`src/rtl/spi_arb_pkg.sv`:
```
// Shared types and default widths for the SPI command arbiter.
// The id width helper keeps the index at least one bit wide.
package spi_arb_pkg;

    localparam int DEF_NUM_REQ   = 4;
    localparam int DEF_MOSI_DW   = 24;
    localparam int DEF_MISO_DW   = 8;
    localparam int DEF_TIMEOUT_W = 16;

    typedef enum logic [2:0] {
        IDLE,
        ISSUE,
        WAIT_BSY,
        WAIT_DONE,
        ACK
    } arb_state_t;

    function automatic int id_width(input int n);
        return (n > 1) ? $clog2(n) : 1;
    endfunction

endpackage

```
`src/rtl/rr_pick.sv`:
```
// Combinational round-robin picker: the first asserted request at or after ptr,
// wrapping from NUM_REQ-1 back to 0.
module rr_pick #(
    parameter int NUM_REQ = 4,
    parameter int IDW     = 2
) (
    input  logic [NUM_REQ-1:0] req,
    input  logic [IDW-1:0]     ptr,
    output logic [IDW-1:0]     id,
    output logic               valid
);

    logic [2*NUM_REQ-1:0] req_dbl;
    logic [NUM_REQ-1:0]   req_rot;
    logic [IDW:0]         off_sel;
    logic [IDW:0]         id_sum;

    // Rotate so that bit 0 of req_rot corresponds to requester ptr.
    assign req_dbl = {req, req};
    assign req_rot = NUM_REQ'(req_dbl >> ptr);

    always_comb begin
        off_sel = '0;
        for (int i = NUM_REQ - 1; i >= 0; i--) begin
            if (req_rot[i]) begin
                off_sel = (IDW + 1)'(i);
            end
        end
        id_sum = {1'b0, ptr} + off_sel;
        if (id_sum >= (IDW + 1)'(NUM_REQ)) begin
            id_sum = id_sum - (IDW + 1)'(NUM_REQ);
        end
        id    = id_sum[IDW-1:0];
        valid = |req;
    end

endmodule

```
`src/rtl/spi_cmd_arbiter.sv`:
```
// Round-robin arbiter sharing one SPI master between several config requesters;
// holds a grant for a whole transaction and returns read data with a per-requester ack.
module spi_cmd_arbiter
    import spi_arb_pkg::*;
#(
    parameter int NUM_REQ         = DEF_NUM_REQ,
    parameter int MOSI_DATA_WIDTH = DEF_MOSI_DW,
    parameter int MISO_DATA_WIDTH = DEF_MISO_DW,
    parameter int TIMEOUT_W       = DEF_TIMEOUT_W
) (
    input  logic                               clk,
    input  logic                               rst,
    input  logic [NUM_REQ-1:0]                 i_req_wr,
    input  logic [NUM_REQ-1:0]                 i_req_rd,
    input  logic [NUM_REQ*MOSI_DATA_WIDTH-1:0] i_req_data,
    output logic [NUM_REQ-1:0]                 o_ack,
    output logic                               o_err,
    output logic [MISO_DATA_WIDTH-1:0]         o_rd_data,
    output logic [NUM_REQ-1:0]                 o_spi_sel,
    output logic                               o_spi_wr_cmd,
    output logic                               o_spi_rd_cmd,
    output logic [MOSI_DATA_WIDTH-1:0]         o_spi_wr_data,
    input  logic [MISO_DATA_WIDTH-1:0]         i_spi_rd_data,
    input  logic                               i_spi_busy
);

    localparam int IDW = id_width(NUM_REQ);
    localparam logic [TIMEOUT_W-1:0] WD_MAX = '1;

    arb_state_t                 state_reg, state_next;
    logic [IDW-1:0]             id_reg, id_next;
    logic [IDW-1:0]             ptr_reg, ptr_next;
    logic [MOSI_DATA_WIDTH-1:0] data_reg, data_next;
    logic                       rd_reg, rd_next;
    logic                       err_reg, err_next;
    logic [TIMEOUT_W-1:0]       wd_reg, wd_next;
    logic [MISO_DATA_WIDTH-1:0] rd_data_reg, rd_data_next;

    logic [MOSI_DATA_WIDTH-1:0] req_words [NUM_REQ];
    logic [NUM_REQ-1:0]         req_any;
    logic [NUM_REQ-1:0]         id_onehot;
    logic [IDW-1:0]             pick_id;
    logic                       pick_valid;
    logic                       wd_expired;

    genvar gi;
    generate
        for (gi = 0; gi < NUM_REQ; gi++) begin : g_req
            assign req_words[gi] = i_req_data[gi*MOSI_DATA_WIDTH +: MOSI_DATA_WIDTH];
            assign req_any[gi]   = i_req_wr[gi] | i_req_rd[gi];
            assign id_onehot[gi] = (id_reg == IDW'(gi));
        end
    endgenerate

    rr_pick #(
        .NUM_REQ (NUM_REQ),
        .IDW     (IDW)
    ) u_rr_pick (
        .req   (req_any),
        .ptr   (ptr_reg),
        .id    (pick_id),
        .valid (pick_valid)
    );

    assign wd_expired = (wd_reg == WD_MAX);

    always_ff @(posedge clk or posedge rst) begin
        if (rst) begin
            state_reg   <= IDLE;
            id_reg      <= '0;
            ptr_reg     <= '0;
            data_reg    <= '0;
            rd_reg      <= 1'b0;
            err_reg     <= 1'b0;
            wd_reg      <= '0;
            rd_data_reg <= '0;
        end else begin
            state_reg   <= state_next;
            id_reg      <= id_next;
            ptr_reg     <= ptr_next;
            data_reg    <= data_next;
            rd_reg      <= rd_next;
            err_reg     <= err_next;
            wd_reg      <= wd_next;
            rd_data_reg <= rd_data_next;
        end
    end

    always_comb begin
        state_next   = state_reg;
        id_next      = id_reg;
        ptr_next     = ptr_reg;
        data_next    = data_reg;
        rd_next      = rd_reg;
        err_next     = err_reg;
        wd_next      = '0;
        rd_data_next = rd_data_reg;

        case (state_reg)
            IDLE: begin
                if (pick_valid && !i_spi_busy) begin
                    id_next    = pick_id;
                    data_next  = req_words[pick_id];
                    // Write wins when a requester raises both lines.
                    rd_next    = !i_req_wr[pick_id];
                    err_next   = 1'b0;
                    state_next = ISSUE;
                end
            end
            ISSUE: begin
                state_next = WAIT_BSY;
            end
            WAIT_BSY: begin
                wd_next = wd_expired ? wd_reg : wd_reg + TIMEOUT_W'(1);
                if (i_spi_busy) begin
                    state_next = WAIT_DONE;
                end else if (wd_expired) begin
                    err_next   = 1'b1;
                    state_next = ACK;
                end
            end
            WAIT_DONE: begin
                wd_next = wd_expired ? wd_reg : wd_reg + TIMEOUT_W'(1);
                if (!i_spi_busy) begin
                    if (rd_reg) begin
                        rd_data_next = i_spi_rd_data;
                    end
                    state_next = ACK;
                end else if (wd_expired) begin
                    err_next   = 1'b1;
                    state_next = ACK;
                end
            end
            ACK: begin
                ptr_next   = (id_reg == IDW'(NUM_REQ - 1)) ? '0 : id_reg + IDW'(1);
                state_next = IDLE;
            end
            default: begin
                state_next = IDLE;
            end
        endcase
    end

    // Outputs decode registered state only, so an async reset clears them at once.
    assign o_spi_sel     = (state_reg != IDLE) ? id_onehot : '0;
    assign o_spi_wr_cmd  = (state_reg == ISSUE) && !rd_reg;
    assign o_spi_rd_cmd  = (state_reg == ISSUE) && rd_reg;
    assign o_spi_wr_data = ((state_reg == ISSUE) || (state_reg == WAIT_BSY) ||
                            (state_reg == WAIT_DONE)) ? data_reg : '0;
    assign o_ack         = (state_reg == ACK) ? id_onehot : '0;
    assign o_err         = (state_reg == ACK) && err_reg;
    assign o_rd_data     = rd_data_reg;

endmodule

```
`config.mk`:
```
export PLATFORM = sky130hd
export DESIGN_NAME = spi_cmd_arbiter
export DESIGN_NICKNAME = d
export VERILOG_FILES = /design/src/rtl/spi_arb_pkg.sv /design/src/rtl/rr_pick.sv /design/src/rtl/spi_cmd_arbiter.sv
export SDC_FILE = /design/constraint.sdc
export NUM_CORES = 1
export LEC_CHECK = 0
export CAP_MARGIN = 10
export CORE_UTILIZATION = 32
export CTS_BUF_LIST = sky130_fd_sc_hd__clkbuf_8
export CTS_CLUSTER_DIAMETER = 100
export CTS_CLUSTER_SIZE = 30
export DETAILED_ROUTE_END_ITERATION = 6
export GPL_TIMING_DRIVEN = 0
export SYNTH_ARGS = -nofsm -noshare
export SYNTH_HDL_FRONTEND = slang
export SYNTH_SLANG_ARGS = --single-unit
export TNS_END_PERCENT = 20
```
`constraint.sdc`:
```
create_clock -name clk -period 3.5 [get_ports clk]
set_input_delay 0.35 -clock clk [delete_from_list [all_inputs] [get_ports clk]]
set_output_delay 0.35 -clock clk [all_outputs]
set_load 0.02 [all_outputs]
```
==> After elaboration in Yosys (flattened, before gate mapping) <==
Cells that the tools add are included.
{ "op_classes": {"eq_ne": 12, "n_mul": 0, "shift": 1, "n_addsub": 4, "magnitude_cmp": 3, "div_mod_pow": 0, "n_mux": 26, "reduce_logical": 18, "bitwise_logic": 6} }
{ "ops": {"columns": ["op", "count"], "rows": [
  ["$mux 24", 3],
  ["$bmux 24 s2", 1],
  ["$mux 16", 2],
  ["$add 16x1->16 const B", 1],
  ["$eq 16x16->1 const B", 1],
  ["$mux 2", 6],
  ["$mux 3", 4],
  ["$pmux 3 s4", 1],
  ["$mux 4", 2],
  ["$ne 2x2->1 const B", 4],
  ["$shr 8x2->4", 1],
  ["$eq 3x2->1 const B", 2],
  ["$ge 3x3->1 const B", 2],
  ["$reduce_bool 3->1", 2],
  ["$mux 1", 5],
  ["$eq 2x2->1 const B", 2],
  ["$logic_and 1x1->1", 4],
  ["$or 1x1->1", 4],
  ["$reduce_and 4->1", 1],
  ["$reduce_or 4->1", 1],
  ["$add 2x2->3", 1],
  ["$eq 3x1->1 const B", 1],
  ["$eq 3x3->1 const B", 1],
  ["$logic_not 1->1", 3],
  ["other kinds (14)", 15]
]} }
{ "totals": {"mem_count": 0, "latchBits": 0, "elab_cells": 78, "ram_bits": 0, "regBits": 57, "out_inout_bits": 43, "input_bits": 115, "mem_bits_ro": 0} }

==> Logic depth before layout (Yosys ltp) <==
Gate-level depths: netlist of the first run.
{ "logic_depth": {"ltp_word": 13, "mapped_depth": 11, "mapped_depth_nobuf": 9} }

==> Hierarchy <==
From an unflattened synthesis of the first run, not the netlist that was laid out.
{ "unflattened": {"cells_unflattened": 307, "hier_area_um2": 3594.7} }
{ "modules_own_cells": {"columns": ["mod", "n_inst", "area_each_um2", "cells_each"], "rows": [
  ["spi_cmd_arbiter", 1, 3415.8, 280],
  ["rr_pick", 1, 178.9, 27]
]} }

==> Worst setup path before layout of the first run <==
OpenSTA, ideal clock, no wires.
{ "synth_timing": {"path_kind": "reg-to-reg", "startpoint": "register ptr_reg[0]", "endpoint": "register data_reg[0]", "arrival_time_ns": 2.529, "path_stages_with_launch": 11, "setup_time_ns": 0.095, "path_buffers": 4, "required_time_ns": 3.405, "setup_slack_ns": 0.876, "cell_sequence": "dfrtp_1 -> clkbuf_1 -> nor3_1 -> a311oi_1 -> o211ai_1 -> ha_1 -> clkbuf_1 -> dlygate4sd1_1 -> clkbuf_4 -> a221oi_1 -> o31ai_1"} }
{ "synth_via": {"elab_chain_cells": 12, "elab_cells_between_ends": 13} }
{ "synth_lines": {"columns": ["item", "line_no", "source"], "rows": [
  ["from (decl)", "spi_cmd_arbiter.sv:32", "logic [IDW-1:0] ptr_reg, ptr_next;"],
  ["from (signal assigned)", "spi_cmd_arbiter.sv:80", "ptr_reg <= ptr_next;"],
  ["$shr 8x2->4", "rr_pick.sv:20", "assign req_rot = NUM_REQ'(req_dbl >> ptr);"],
  ["$mux 2 (4 in series)", "rr_pick.sv:25", "if (req_rot[i]) begin"],
  ["$add 2x2->3 (*)", "rr_pick.sv:29", "id_sum = {1'b0, ptr} + off_sel;"],
  ["$ge 3x3->1 or $sub 2x1->2 (tied branches)", "rr_pick.sv:30, rr_pick.sv:31", null],
  ["$mux 2 (*)", "rr_pick.sv:30", "if (id_sum >= (IDW + 1)'(NUM_REQ)) begin"],
  ["via pick_id[0]", "spi_cmd_arbiter.sv:42", "logic [IDW-1:0] pick_id;"],
  ["$not 2->3 (implied by the code) (*)", "spi_cmd_arbiter.sv:103", "data_next = req_words[pick_id];"],
  ["$bmux 24 s2 (*)", "spi_cmd_arbiter.sv:103", null],
  ["$mux 24 (implied by the code) (*) (2 in series)", "spi_cmd_arbiter.sv:103", null],
  ["to (signal assigned)", "spi_cmd_arbiter.sv:81", "data_reg <= data_next;"],
  ["to (decl)", "spi_cmd_arbiter.sv:33", "logic [MOSI_DATA_WIDTH-1:0] data_reg, data_next;"]
]} }
Mark *: on every way through the listed nets, which the timed path passes. The rest lies on a longest branch. The select of a mux whose other input is x is not followed.
A chain may end at the register's enable or synchronous reset.

==> Worst setup path in the final report of the first run <==
{ "layout_timing": {"startpoint": "input i_req_wr[1]", "endpoint": "register data_reg[5]"} }
{ "layout_via": {"elab_chain_cells": 13, "elab_cells_between_ends": 17} }
{ "layout_lines": {"columns": ["item", "line_no", "source"], "rows": [
  ["from (decl)", "spi_cmd_arbiter.sv:13", "input logic [NUM_REQ-1:0] i_req_wr,"],
  ["$or 1x1->1 (*)", "spi_cmd_arbiter.sv:50", "assign req_any[gi] = i_req_wr[gi] | i_req_rd[gi];"],
  ["$shr 8x2->4 (*)", "rr_pick.sv:20", null],
  ["$mux 2 (3 in series)", "rr_pick.sv:25", null],
  ["$mux 2 (*)", "rr_pick.sv:25", null],
  ["$add 2x2->3 (*)", "rr_pick.sv:29", null],
  ["$ge 3x3->1 or $sub 2x1->2 (tied branches)", "rr_pick.sv:30, rr_pick.sv:31", null],
  ["$mux 2 (*)", "rr_pick.sv:30", null],
  ["via pick_id[0]", "spi_cmd_arbiter.sv:42", null],
  ["$not 2->3 (implied by the code) (*)", "spi_cmd_arbiter.sv:103", null],
  ["$bmux 24 s2 (*)", "spi_cmd_arbiter.sv:103", null],
  ["$mux 24 (implied by the code) (*) (2 in series)", "spi_cmd_arbiter.sv:103", null]
]} }
Marked as above.

==> impl_metrics.toml, run 1 <==
[yosys]
ys.warnings.count = 0
synth-edff-count = 0
syn_area_per_cell_um2 = 9.73
syn_inst = 408
synth.distinct_cells = 64
synth_most_common_cell = "dfrtp_1"
synth_area_um2 = 3970
ys_seq_area_frac = 0.359
syn_nets = 529
synth_top_area_share = 0.359
synthArstFlopShare = 1.00
ys.flop_type = "dfrtp_1"
synthTopCellsByCount = "57 x dfrtp_1, 40 x nor2b_1, 32 x nand2_1, 25 x and2_1, 25 x nor2_1"
yosys_register_bits = 57
synth_top_cells_by_area = "dfrtp_1 36%, nor2b_1 6.3%, a221oi_1 4.9%"
synth_area_leader_cell = "dfrtp_1"

[clock_tree]
clock_sinks = 57
cts-root-buf = "clkbuf_8"
clockBufferDepth = 2
numCtsBuffers = 9
cts_tree = "done"
clk_latency_ps = 340
h-tree-depth = 3
cts.clk_slew.worst_paths_ps = 80

[route]
finalWirelength_um = 12400
wire_per_inst_um = 16.5
drt-initial-drc-count = 158
detail-route-antenna-nets = 0
viasPerCell = 5.06
drt_pass1_iterations = 4
drc = 0
vias = 3798

[place]
place_congestion = 0.824
place_hpwl_um = 10000
io_buffers = 157
place_area_um2 = 5770

[critical_path]
slowest_stage = "clkdlybuf4s50_1"
crit_end = "data_reg[5]"
critical_path.top_delay_family = "buffers and inverters"
path_class = "in2reg"
cp.depth = 11
startpoint = "i_req_wr[1]"
path_common_cell = "clkbuf_1"
worstSetupStartpointType = "input port"
path_cells = "clkdlybuf4s50_1 > nor2_1 > nor3_1 > a311oi_1 > o211ai_1 > ha_1 > clkbuf_1 > clkbuf_1 > and2b_2 > a221oi_1 > o31ai_1"
cp_max_fo = 10
reg2reg_slack_ps = 350
critPathArrivalTime_ps = 3380
ff2ff_path_depth = 10
worst-path-buf-inv = 3
slowest_delay_ps = 490
endpoint_kind = "flop"
r2r-start = "ptr_reg[0]"
rr_endpoint = "data_reg[5]"
worstPathRequired_ps = 3710

[run]
max_cap_violations = 0

[layout]
fillers = 1155
design_area_um2 = 6020
n_antenna_cell = 0
final_nets = 698
largest_register_ffs = 24
syn2layout_area_growth_pct = 51.7
drive_above_1_share = 0.143

[global_routing]
antenna_found_initial = 0
grt_max_degree = 43
track_usage = 0.202
grt_pass1_wl_um = 19800
gr-total-overflow = 0
grt_pass1_vias = 3929

[die]
coreArea_um2 = 12100
core.rowCount = 40
dieHeight_um = 113
die_x_um = 113
dieArea_um2 = 12900
start_util = 0.329
io_pins = 158

[sta]
tightest_slew_ps = 659
clock_skew_ps = 13.0
period_share = 0.904
hold_violations = 0
grt_setup_unrepaired = "yes"
fin_tns_setup_ps = 0
setup-violations-final = 0
fin_hold_ws_ps = 313
fmaxAchievable_mhz = 316
min_period_ps = 3160
slew_headroom = 0.558
finalMaxSlewViolations = 0

[outcome]
status = "completed"

[power]
powerDensity_nw_per_um2 = 881
power_leakage_nw = 2.39
irDropWorstVdd_v = 0.000330
total_power_mw = 5.31

[min_path]
hp-class = "in2async"
[worst min path at each step]
stage,from,end,cells after the start
after global placement,err_reg,err_reg,2
after CTS,rst,data_reg[0],2
after global routing,rst,data_reg[1],2
final,rst,data_reg[1],2
after floorplan,err_reg,err_reg,2
after detailed placement,data_reg[21],data_reg[21],2
[power breakdown]
group	internal [mW]	leakage, nW	switching [mW]
combinational	1.56	1.54	1.91
sequential	0.898	0.723	0.152
clock	0.480	0.124	0.307
[through the flow]
stage	cells	util	setup slack (ps)
finish	750	0.499	336
detailed placement	734	0.479	-115
global placement	733	0.477	-54.0
floorplan	408	-	876
CTS	750	0.499	217
global route	750	0.499	-82.1
[routing by layer]
metal	global-route usage	vias up	share of wire
met3	0.0584	22	0.071
met5	0	-	0
met4	0.0693	0	0.020
met2	0.353	137	0.49
met1	0.236	1781	0.42
li1	-	1858	-
[kinds of logic after synthesis]
logic type / after synthesis / share of synthesized area
adder cells (fa/ha/maj): 6 / 0.0189
XOR/XNOR: 10 / 0.0221
buffers and inverters: 40 / 0.0678
AO/OA/AOI/OAI: 103 / 0.241
flip-flops: 57 / 0.359
multiplexers: 11 / 0.0309
AND/OR/NAND/NOR: 181 / 0.260
[cell usage in the layout, fill, tap and decap left out, types with 3 or more instances in the layout]
| cell | synthesis | layout |
|---|---|---|
| nor2b_1 | 40 | 40 |
| ha_1 | 6 | 6 |
| clkbuf_8 | 3 | 12 |
| and2b_1 | 3 | 3 |
| a221oi_2 | 3 | 3 |
| clkdlybuf4s50_1 | 0 | 157 |
| and3_1 | 9 | 9 |
| nand3_1 | 8 | 8 |
| nand4_1 | 5 | 5 |
| buf_6 | 7 | 7 |
| nand2_1 | 32 | 32 |
| and2b_2 | 13 | 13 |
| bufinv_16 | 0 | 3 |
| a221oi_1 | 22 | 22 |
| nor3_1 | 6 | 6 |
| a2111oi_0 | 6 | 6 |
| o21ai_0 | 4 | 4 |
| and2_1 | 25 | 25 |
| buf_4 | 4 | 4 |
| xor2_1 | 8 | 8 |
| clkbuf_1 | 12 | 11 |
| a2111oi_2 | 5 | 6 |
| dfrtp_1 | 57 | 57 |
| nor2_1 | 25 | 25 |
| o31ai_1 | 24 | 24 |
| mux2_2 | 10 | 10 |
| a31oi_1 | 3 | 3 |
| inv_1 | 7 | 6 |
| a2111oi_1 | 14 | 13 |
| a21oi_1 | 3 | 3 |
[area by class of cell]
class | instances | area, um2 | area share
repair buffers | 158 | 1590 | 0.264
clock buffers | 9 | 124 | 0.0206
flip-flops and latches | 57 | 1430 | 0.237
multi-input cells | 311 | 2280 | 0.379
inverters | 7 | 26.3 | 0.00436
well taps | 168 | 210 | 0.0349
clock inverters | 7 | 125 | 0.0208
plain buffers | 33 | 239 | 0.0397
[what timing repair did]
item / in CTS / in global routing
endpoints found under the setup margin: 0 / 19
hold buffers: 0 / 0
resized for setup: 0 / 3
buffers inserted: 0 / 0
Power figures use the tool's default switching activity.
==> inputs of run 2 (changes only) <==
CAP_MARGIN = 0   (was 10)
CORE_ASPECT_RATIO = 1.5   (was not set)
==> run 2 against run 1 <==
Clock power down 7.9%; non-clock buffer count down 1; utilization down 0.18 points; sequential share of layout area up 0.17 points; sequential power about the same; critical endpoint is now data_reg[20]; highest routed layer unchanged.
==> impl_metrics.toml, run 2 (synthesis results as in run 1) <==
[layout]
design_area_um2 = 5980
largest_register_ffs = 24
final_cell_mix = "157 x clkdlybuf4s50_1, 57 x dfrtp_1, 40 x nor2b_1"
post-route-util = 0.498
syn2layout_area_growth_pct = 50.6
drive_above_1_share = 0.139
n_antenna_cell = 0
final_nets = 697
mostFrequentLayoutCell = "clkdlybuf4s50_1"

[clock_tree]
cts-root-buf = "clkbuf_8"
cts.clk_slew.worst_paths_ps = 80
clk_latency_ps = 350
clockBufferDepth = 2
clock_sinks = 57
h-tree-depth = 3
cts_tree = "done"
numCtsBuffers = 9
postCtsSetupBuffers = 0
ctsResizeCount = 0

[die]
die_x_um = 92.9
start_util = 0.330
dieHeight_um = 138
core.rowCount = 49
coreArea_um2 = 12000
io_pins = 158
dieArea_um2 = 12900

[place]
io_buffers = 157
place_hpwl_um = 10200
place_area_um2 = 5750
place_congestion = 0.856
place_ws_ps = -163

[route]
drc = 0
drt_pass1_iterations = 4
detail-route-antenna-nets = 0
viasPerCell = 5.18
wire_per_inst_um = 17.2
drt-initial-drc-count = 112
finalWirelength_um = 12600
vias = 3805

[global_routing]
grt_max_degree = 42
track_usage = 0.208
grt_pass1_vias = 4060
gr-total-overflow = 0
grt_pass1_wl_um = 20700
antenna_found_initial = 0

[power]
irDropWorstVdd_v = 0.000364
powerDensity_nw_per_um2 = 876
power_leakage_nw = 2.38

[critical_path]
cp.depth = 9
endpoint_kind = "flop"
worstPathRequired_ps = 3740
critPathArrivalTime_ps = 3380
worstSetupStartpointType = "flop"
cp_max_fo = 11
r2r-start = "ptr_reg[0]"
worst-path-buf-inv = 3
startpoint = "ptr_reg[0]"
rr_endpoint = "data_reg[20]"
slowest_delay_ps = 540
ff2ff_path_depth = 9
reg2reg_slack_ps = 360
path_cells = "clkbuf_1 > nor3_1 > a311oi_1 > o211ai_1 > ha_1 > dlygate4sd1_1 > clkbuf_4 > a221oi_1 > o31ai_1"
critical_path.top_delay_family = "buffers and inverters"
slowest_stage = "ha_1"
path_class = "reg2reg"
crit_end = "data_reg[20]"

[run]
max_cap_violations = 0

[sta]
fmaxAchievable_mhz = 319
min_period_ps = 3140
setup-violations-final = 0
grt_setup_unrepaired = "no"
clock_skew_ps = 10.8
setup_ws_ps = 361
finalMaxSlewViolations = 0
period_share = 0.897
fin_tns_setup_ps = 0
tightest_slew_ps = 718
hold_violations = 0
slew_headroom = 0.517

[outcome]
status = "completed"

[min_path]
hp-class = "in2async"
run 2: cell types whose count changed in the layout (fill, tap and decap cells not counted):
cell | previous run | this run
clkbuf_8 | 12 | 14
clkinv_2 | 0 | 2
clkinv_4 | 2 | 0
inv_6 | 2 | 0
a2111oi_1 | 13 | 14
a2111oi_2 | 6 | 5
buf_1 | 1 | 0
bufinv_16 | 3 | 2
clkbuf_2 | 2 | 1
clkinvlp_4 | 0 | 1
dlygate4sd1_1 | 1 | 2
run 2: how the worst min path moves through the flow:
| stage | slack [ps] | to | cells after the start | from |
|---|---|---|---|---|
| 2_1_floorplan | 440 | err_reg | 2 | err_reg |
| 4_1_cts | 310 | data_reg[2] | 2 | rst |
| 3_5_place_dp | 460 | data_reg[15] | 2 | data_reg[15] |
| 6_report | 310 | data_reg[2] | 2 | rst |
| 3_3_place_gp | 450 | err_reg | 2 | err_reg |
| 5_1_grt | 340 | data_reg[2] | 2 | rst |
run 2: layout make-up:
cell class	instances	area, um2
fillers	1173	6040
multi-input cells	311	2270
repair buffers	158	1590
flip-flops and latches	57	1430
plain buffers	32	239
well taps	153	191
clock buffers	11	151
clock inverters	5	77.6
inverters	7	26.3
run 2: metal layers:
metal	vias to the layer above	share of wire	track usage	routed length [um]
met4	0	0.014	0.0599	176
met5	-	0	0	0
met3	16	0.085	0.0770	1070
met2	131	0.53	0.373	6700
li1	1857	-	-	-
met1	1801	0.37	0.225	4660
run 2: stage by stage:
stage / instances / hold WS (ps) / total power, mW
2_1_floorplan: 408 / 435 / 3.35
3_3_place_gp: 718 / 453 / 4.53
3_5_place_dp: 719 / 457 / 4.58
4_1_cts: 735 / 311 / 5.31
5_1_grt: 734 / 335 / 5.66
6_report: 734 / 314 / 5.24
run 2: report_power, final:
part	internal, mW	switching, mW	leakage (nW)
sequential	0.899	0.157	0.723
combinational	1.56	1.89	1.54
clock	0.437	0.288	0.115
run 2: timing repair:
item | in CTS | in global routing
endpoints found under the setup margin | 0 | 8
endpoints found under the hold margin | 0 | 0
hold buffers | 0 | 0
==> inputs of run 3 (changes only) <==
CTS_CLUSTER_SIZE = 8   (was 30)
==> results of run 3 <==
The final DEF is identical to that of run 2; final timing and power are the same.
